**src/rtl/uart_rx_oversampled.sv**
```systemverilog
// 8N1 UART receiver: 16x oversampled, mid-bit sampling, single-entry output buffer
// with acknowledge handshake, frame-error pulse and sticky overrun flag.
module uart_rx_oversampled #(
  parameter int unsigned DATA_BW        = 8,
  parameter int unsigned BAUD_COUNT_x16 = 651,
  parameter int unsigned BAUD_BIT_x16   = 10,
  parameter int unsigned OVER_SAMPL     = 16,
  parameter int unsigned OVER_SAMPL_BIT = 5
) (
  input  logic               clk,
  input  logic               rst,
  input  logic               In_Data_Serial,
  input  logic               rx_ack,
  output logic [DATA_BW-1:0] rx_data,
  output logic               rx_valid,
  output logic               frame_err,
  output logic               overrun,
  output logic               rx_busy
);

  localparam int unsigned BitCntW = $clog2(DATA_BW + 1);

  localparam logic [BAUD_BIT_x16-1:0]   TickLast = BAUD_BIT_x16'(BAUD_COUNT_x16 - 1);
  localparam logic [OVER_SAMPL_BIT-1:0] OsHalf   = OVER_SAMPL_BIT'(OVER_SAMPL / 2 - 1);
  localparam logic [OVER_SAMPL_BIT-1:0] OsLast   = OVER_SAMPL_BIT'(OVER_SAMPL - 1);
  localparam logic [BitCntW-1:0]        BitLast  = BitCntW'(DATA_BW - 1);

  typedef enum logic [1:0] {StIdle, StStart, StData, StStop} state_e;

  state_e                    state_q, state_d;
  logic                      sync1_q, sync2_q, line_prev_q;
  logic [BAUD_BIT_x16-1:0]   tick_cnt_q, tick_cnt_d;
  logic [OVER_SAMPL_BIT-1:0] os_cnt_q, os_cnt_d;
  logic [BitCntW-1:0]        bit_cnt_q, bit_cnt_d;
  logic [DATA_BW-1:0]        shift_q, shift_d;
  logic [DATA_BW-1:0]        rx_data_q, rx_data_d;
  logic                      rx_valid_q, rx_valid_d;
  logic                      frame_err_q, frame_err_d;
  logic                      overrun_q, overrun_d;

  logic line;
  logic tick;
  logic start_edge;
  logic good_frame;

  assign line = sync2_q;
  assign tick = (tick_cnt_q == TickLast);
  // A falling edge (not merely a low level) arms a frame, so a line held low after a
  // bad stop bit cannot retrigger until it has returned high.
  assign start_edge = (state_q == StIdle) && line_prev_q && !line;

  always_comb begin
    state_d     = state_q;
    tick_cnt_d  = tick ? '0 : tick_cnt_q + 1'b1;
    os_cnt_d    = os_cnt_q;
    bit_cnt_d   = bit_cnt_q;
    shift_d     = shift_q;
    frame_err_d = 1'b0;
    good_frame  = 1'b0;

    case (state_q)
      StIdle: begin
        if (start_edge) begin
          state_d    = StStart;
          tick_cnt_d = '0;
          os_cnt_d   = '0;
        end
      end
      StStart: begin
        if (tick) begin
          if (os_cnt_q == OsHalf) begin
            os_cnt_d  = '0;
            bit_cnt_d = '0;
            state_d   = line ? StIdle : StData;
          end else begin
            os_cnt_d = os_cnt_q + 1'b1;
          end
        end
      end
      StData: begin
        if (tick) begin
          if (os_cnt_q == OsLast) begin
            os_cnt_d = '0;
            shift_d  = DATA_BW'({line, shift_q} >> 1);
            if (bit_cnt_q == BitLast) begin
              state_d = StStop;
            end else begin
              bit_cnt_d = bit_cnt_q + 1'b1;
            end
          end else begin
            os_cnt_d = os_cnt_q + 1'b1;
          end
        end
      end
      StStop: begin
        if (tick) begin
          if (os_cnt_q == OsLast) begin
            os_cnt_d    = '0;
            state_d     = StIdle;
            good_frame  = line;
            frame_err_d = !line;
          end else begin
            os_cnt_d = os_cnt_q + 1'b1;
          end
        end
      end
      default: state_d = StIdle;
    endcase
  end

  // Output buffer: an ack in the completion cycle frees the slot for the new byte.
  always_comb begin
    rx_data_d  = rx_data_q;
    rx_valid_d = rx_valid_q;
    overrun_d  = overrun_q;
    if (rx_ack) begin
      rx_valid_d = 1'b0;
      overrun_d  = 1'b0;
    end
    if (good_frame) begin
      if (rx_valid_q && !rx_ack) begin
        overrun_d = 1'b1;
      end else begin
        rx_data_d  = shift_q;
        rx_valid_d = 1'b1;
      end
    end
  end

  always_ff @(posedge clk) begin
    if (!rst) begin
      state_q     <= StIdle;
      sync1_q     <= 1'b1;
      sync2_q     <= 1'b1;
      line_prev_q <= 1'b1;
      tick_cnt_q  <= '0;
      os_cnt_q    <= '0;
      bit_cnt_q   <= '0;
      shift_q     <= '0;
      rx_data_q   <= '0;
      rx_valid_q  <= 1'b0;
      frame_err_q <= 1'b0;
      overrun_q   <= 1'b0;
    end else begin
      state_q     <= state_d;
      sync1_q     <= In_Data_Serial;
      sync2_q     <= sync1_q;
      line_prev_q <= sync2_q;
      tick_cnt_q  <= tick_cnt_d;
      os_cnt_q    <= os_cnt_d;
      bit_cnt_q   <= bit_cnt_d;
      shift_q     <= shift_d;
      rx_data_q   <= rx_data_d;
      rx_valid_q  <= rx_valid_d;
      frame_err_q <= frame_err_d;
      overrun_q   <= overrun_d;
    end
  end

  assign rx_data   = rx_data_q;
  assign rx_valid  = rx_valid_q;
  assign frame_err = frame_err_q;
  assign overrun   = overrun_q;
  assign rx_busy   = (state_q != StIdle);

endmodule

```
**config.mk**
```make
export PLATFORM = sky130hd
export DESIGN_NAME = uart_rx_oversampled
export DESIGN_NICKNAME = d
export VERILOG_FILES = /design/src/rtl/uart_rx_oversampled.sv
export SDC_FILE = /design/constraint.sdc
export NUM_CORES = 1
export LEC_CHECK = 0
export ABC_AREA = 1
export CORE_UTILIZATION = 35
export CTS_CLUSTER_SIZE = 24
export DETAILED_ROUTE_END_ITERATION = 6
export PLACE_DENSITY_LB_ADDON = 0.1
export SETUP_SLACK_MARGIN = 0.02
export SLEW_MARGIN = 20
export SYNTH_ARGS = -nofsm -noshare
export SYNTH_HDL_FRONTEND = slang
export SYNTH_SLANG_ARGS = --single-unit
```
**constraint.sdc**
```tcl
create_clock -name clk -period 4.01 [get_ports clk]
set_input_delay 0.6015 -clock clk [delete_from_list [all_inputs] [get_ports clk]]
set_output_delay 0.6015 -clock clk [all_outputs]
set_load 0.01 [all_outputs]
```
# Word-level counts from Yosys, hierarchy flattened
# Index checks and enable logic that the tools add are counted.
[op_classes]
n_reduce_logical = 15
bitwise_logic = 1
add_sub_neg = 3
mux = 34
mul = 0
n_lt_le_gt_ge = 0
n_eq_ne = 17
div_mod_pow = 0
shift = 0
[op_table]
columns = ["operator", "count"]
rows = [
  ["$mux W10", 3],
  ["$mux W5", 5],
  ["$mux W4", 5],
  ["$mux W2", 9],
  ["$ne A2 B2 Y1 const B", 9],
  ["$pmux W5 S3", 1],
  ["$add A10 B1 Y10 const B", 1],
  ["$eq A10 B10 Y1 const B", 1],
  ["$mux W1", 9],
  ["$pmux W2 S4", 1],
  ["$pmux W4 S2", 1],
  ["$reduce_and A8 Y1", 1],
  ["$reduce_and A3 Y1", 2],
  ["$reduce_and A6 Y1", 1],
  ["$add A5 B1 Y5 const B", 1],
  ["$eq A5 B3 Y1 const B", 1],
  ["$eq A5 B4 Y1 const B", 1],
  ["$add A4 B1 Y4 const B", 1],
  ["$eq A2 B2 Y1 const B", 2],
  ["$eq A4 B3 Y1 const B", 1],
  ["$reduce_and A4 Y1", 1],
  ["$reduce_bool A2 Y1", 2],
  ["$logic_and A1 B1 Y1", 3],
  ["$eq A2 B1 Y1 const B", 1],
  ["6 further kinds", 7],
]
[word_totals]
wordCells = 82
inputBits = 4
register_bits = 43
n_memories = 0
output_inout_bits = 12
latch_bits = 0
mem_bits_rw = 0
mem_bits_ro = 0

# Longest topological paths before layout
[logic_depth]
word_depth = 5
ltp_mapped = 11
mapped_depth_nobuf = 11

# Worst setup path before layout
# No wires, ideal clock.
[synth_timing]
path_type = "register -> register"
startpoint = "register os_cnt_q[0]"
endpoint = "register with a tool-made name"
path_stages_with_launch = 11
setup_time_ns = 0.112
t_arrival_ns = 1.388
path_buffers = 0
slack_ns = 2.510
synth_period_minus_slack_ns = 1.500
required_ns = 3.898
path_cell_list = "dfxtp_1 -> ha_1 -> nand2_1 -> inv_1 -> nand3_1 -> nand2_1 -> nand2_1 -> nor2_1 -> nand3_1 -> nand2_1 -> nand2_1"
[synth_rtl]
columns = ["element", "line_no", "source"]
rows = [
  ["start: declaration", "33", "logic [OVER_SAMPL_BIT-1:0] os_cnt_q, os_cnt_d;"],
  ["start signal: assignment", "150", "os_cnt_q <= os_cnt_d;"],
]

==> results.json <==
{
  "ff2ff_path_depth": 9,
  "leakage_nw": 0.923,
  "final_critical_path_setup_slack_ps": 1820,
  "timing.fmax_mhz": 457,
  "synth.area.top_cells": "sky130_fd_sc_hd__dfxtp_1, sky130_fd_sc_hd__nand2_1, sky130_fd_sc_hd__nor2_1, sky130_fd_sc_hd__a21oi_1, sky130_fd_sc_hd__inv_1",
  "cts-root-buf": "sky130_fd_sc_hd__clkbuf_8",
  "timing.rr.start": "tick_cnt_q[0]",
  "dpl_worst_slack_ps": 1660,
  "route.detailed.vias_per_inst": 4.69,
  "final_cell_count_no_fill": 356,
  "floorplan.die.width_um": 77.0,
  "grt_setup_unrepaired": "no",
  "grt_overflow": 0,
  "cts.repair_timing.setup_buffer_count": 0,
  "max-vdd-ir-drop_v": 0.000172,
  "synthesis.area_um2": 1970,
  "firstDrtPassIters": 4,
  "fp-row-count": 26,
  "timing.critical_path.to": "rx_busy",
  "outcome": "complete, no violations",
  "track_usage_pct": 15.7,
  "tritoncts": "yes",
  "detailed_place_hpwl_um": 3080,
  "die_height_um": 77.0,
  "synth.net_count": 276,
  "finalNetCount": 294,
  "vias": 1669,
  "timing.reg2reg.setup_slack_ps": 2190,
  "synthToLayoutAreaGrowth_pct": 17.2,
  "yosys.area.top_type": "sky130_fd_sc_hd__dfxtp_1",
  "remaining_antenna_violation_count": 0,
  "grt_first_pass_wirelength_um": 7290,
  "worstSetupPathType": "register to output pin",
  "r2r_end": "shift_q[3]",
  "portBuffers": 15,
  "cpPeakStageDelay_ps": 550,
  "n_fill_cell": 564,
  "timing.final.crit_period_ps": 2190,
  "clock_skew_ps": 9.70,
  "flop_and_latch_count_out_of_synthesis": 43,
  "core_area_um2": 5270,
  "cp_max_fo": 7,
  "gp_congestion": 0.809,
  "synth.yosys.warnings": 0,
  "cts_made_buffers": 5,
  "dp_cells": 348,
  "cts_max_path_buffers": 2,
  "post_cts.resized_instances": 0,
  "synth_seq_area_share_pct": 43.7,
  "slew_violations": 0,
  "synth.top_cell.area_share_pct": 43.7,
  "hold_slack_ps": 420,
  "boundaryPins": 16,
  "multiInputGateArea_um2": 976,
  "detail_route.iter0.violations": 102,
  "netlist_instances": 267,
  "cp.arrival_ps": 1590,
  "worst_pin_slew_ps": 554,
  "antenna_violations_before_repair": 0,
  "fraction_of_final_layout_cells_sized_beyond_drive_strength_1_pct": 8.74,
  "cp_slowest_cell": "sky130_fd_sc_hd__clkdlybuf4s50_1",
  "timing_hold_violations_final": 0,
  "finalSetupViolations": 0,
  "clock_insertion_delay_worst_skew_ps": 300,
  "maxCapViolations": 0,
  "clk_transition_reported_paths_ps": 90,
  "timing.final.crit_share_pct": 54.6,
  "type_of_the_most_critical_hold_path": "register to register",
  "endpoint_kind": "output pin",
  "post_synth_num_cell_types": 27,
  "cts.hold.buffers_added": 0,
  "finalWirelength_um": 4190,
  "register_area_um2": 861,
  "final.setup.tns_ps": 0,
  "power_per_cell_area_nw_per_um2": 361,
  "start_util_pct": 37.3,
  "wl_per_cell_um": 11.8,
  "cts_sinks": 43,
  "layout.core_utilization_pct": 43.8,
  "worstPathRequired_ps": 3410,
  "worstPathCellList": "nor2_1 -> inv_1 -> clkdlybuf4s50_1",
  "slew_headroom_pct": 63.0,
  "grt_max_degree": 18,
  "avg_cell_area_syn_um2": 7.37,
  "diodes": 0,
  "detail_route.drc_violations": 0,
  "dieArea_um2": 5930,
  "first_global_vias": 1551,
  "cts-htree-levels": 2,
  "timing.critical_path.from_type": "register"
}
-- state kept, by name, indices dropped and copies added, names as in the netlist, named ones only --
register and flops:
state_q 1, bit_cnt_q 4, line_prev_q 1, rx_valid 1
overrun 1, frame_err 1, os_cnt_q 5, rx_data 8
sync1_q 1, shift_q 8, line 1, tick_cnt_q 10
-- where the power goes --
group / internal, mW / switching, mW / total, mW / leakage [nW]
Sequential: 0.433 / 0.00643 / 0.439 / 0.348
Clock: 0.189 / 0.164 / 0.353 / 0.0587
Combinational: 0.0146 / 0.0257 / 0.0403 / 0.517
-- worst min path at each step --
stage	depth (start not counted)	end	slack, ps	from
floorplan	1	line	390	sync1_q
global placement	1	line	390	sync1_q
detailed placement	1	line	400	sync1_q
CTS	1	line	420	sync1_q
global route	1	line	460	sync1_q
finish	1	line	420	sync1_q
-- area by class of cell --
cell class | count | share of cell area, %
inverter | 30 | 4.99
multi-input combinational | 190 | 42.3
tap | 70 | 3.80
timing repair buffer | 15 | 6.51
clock inverter | 3 | 2.06
clock buffer | 5 | 2.98
sequential | 43 | 37.3
-- cell families (layout without fill, tap and decap cells) --
family,Yosys count,count (layout),synth area share [%]
and+or+nand+nor,142,142,34.1
DFF,43,43,43.7
AOI/OAI and AO/OA,39,39,10.5
buffers and inverters,34,53,6.68
adders and majority gates,5,5,3.18
xor gates and xnor gates,4,4,1.78
-- per-layer routing --
layer  track usage [%]  wire length, µm  vias to the layer above  part of all wire (%)
li1                  -                -                      898                     -
met3              3.93              121                        6                   2.9
met4              6.79               72                        0                   1.7
met1              20.7             2160                      744                    52
met5                 0                0                        -                     0
met2              24.1             1840                       21                    44
-- placed cells by master (no fill, tap or decap) --
cell type                         netlist  layout
sky130_fd_sc_hd__nor2_4                 5       5
sky130_fd_sc_hd__o21ai_0               16      16
sky130_fd_sc_hd__xnor2_1                2       2
sky130_fd_sc_hd__clkbuf_8               0       5
sky130_fd_sc_hd__nor3_1                 2       2
sky130_fd_sc_hd__ha_1                   5       5
sky130_fd_sc_hd__clkdlybuf4s50_1        0      15
sky130_fd_sc_hd__dfxtp_1               43      43
sky130_fd_sc_hd__inv_4                  1       1
sky130_fd_sc_hd__nand2_2                1       1
sky130_fd_sc_hd__clkinv_4               0       1
sky130_fd_sc_hd__bufinv_16              0       1
sky130_fd_sc_hd__xor2_1                 2       2
sky130_fd_sc_hd__inv_6                  0       1
sky130_fd_sc_hd__nor4_1                 1       1
sky130_fd_sc_hd__nor3b_1                3       3
sky130_fd_sc_hd__nand3_2                2       2
sky130_fd_sc_hd__nor3_4                 1       1
sky130_fd_sc_hd__nand3_1               16      16
sky130_fd_sc_hd__nor2_1                45      45
sky130_fd_sc_hd__o21ai_4                1       1
sky130_fd_sc_hd__a21oi_1               21      21
sky130_fd_sc_hd__nor2_2                 2       2
sky130_fd_sc_hd__inv_2                  2       2
sky130_fd_sc_hd__nand2_1               51      51
sky130_fd_sc_hd__o21ai_1                1       1
sky130_fd_sc_hd__inv_1                 27      27
sky130_fd_sc_hd__nand4_1               11      11
sky130_fd_sc_hd__or2_2                  2       2
-- through the flow --
step | total power, mW | cell area (µm²)
after floorplan | 0.477 | 1970
after detailed placement | 0.490 | 2190
final | 0.832 | 2310
after global routing | 0.871 | 2310
after global placement | 0.489 | 2190
after CTS | 0.843 | 2310
-- cells in the mapped netlist (all sizes together) --
cell    count
clkbuf      1
inv        30
nand2      52
dfxtp      43
ha          5
buf         3
a21oi      21
nor3b       3
xor2        2
or2         2
nor2       52
nand4      11
nand3      18
nor4        1
nor3        3
xnor2       2
o21ai      18
-- critical path: cells and delay by family, from the launching register on --
kind                   cells  cell delay, ps
AND/OR/NAND/NOR            1             110
flip-flops                 1             510
buffers and inverters      2             670
Power figures use the tool's default switching activity.
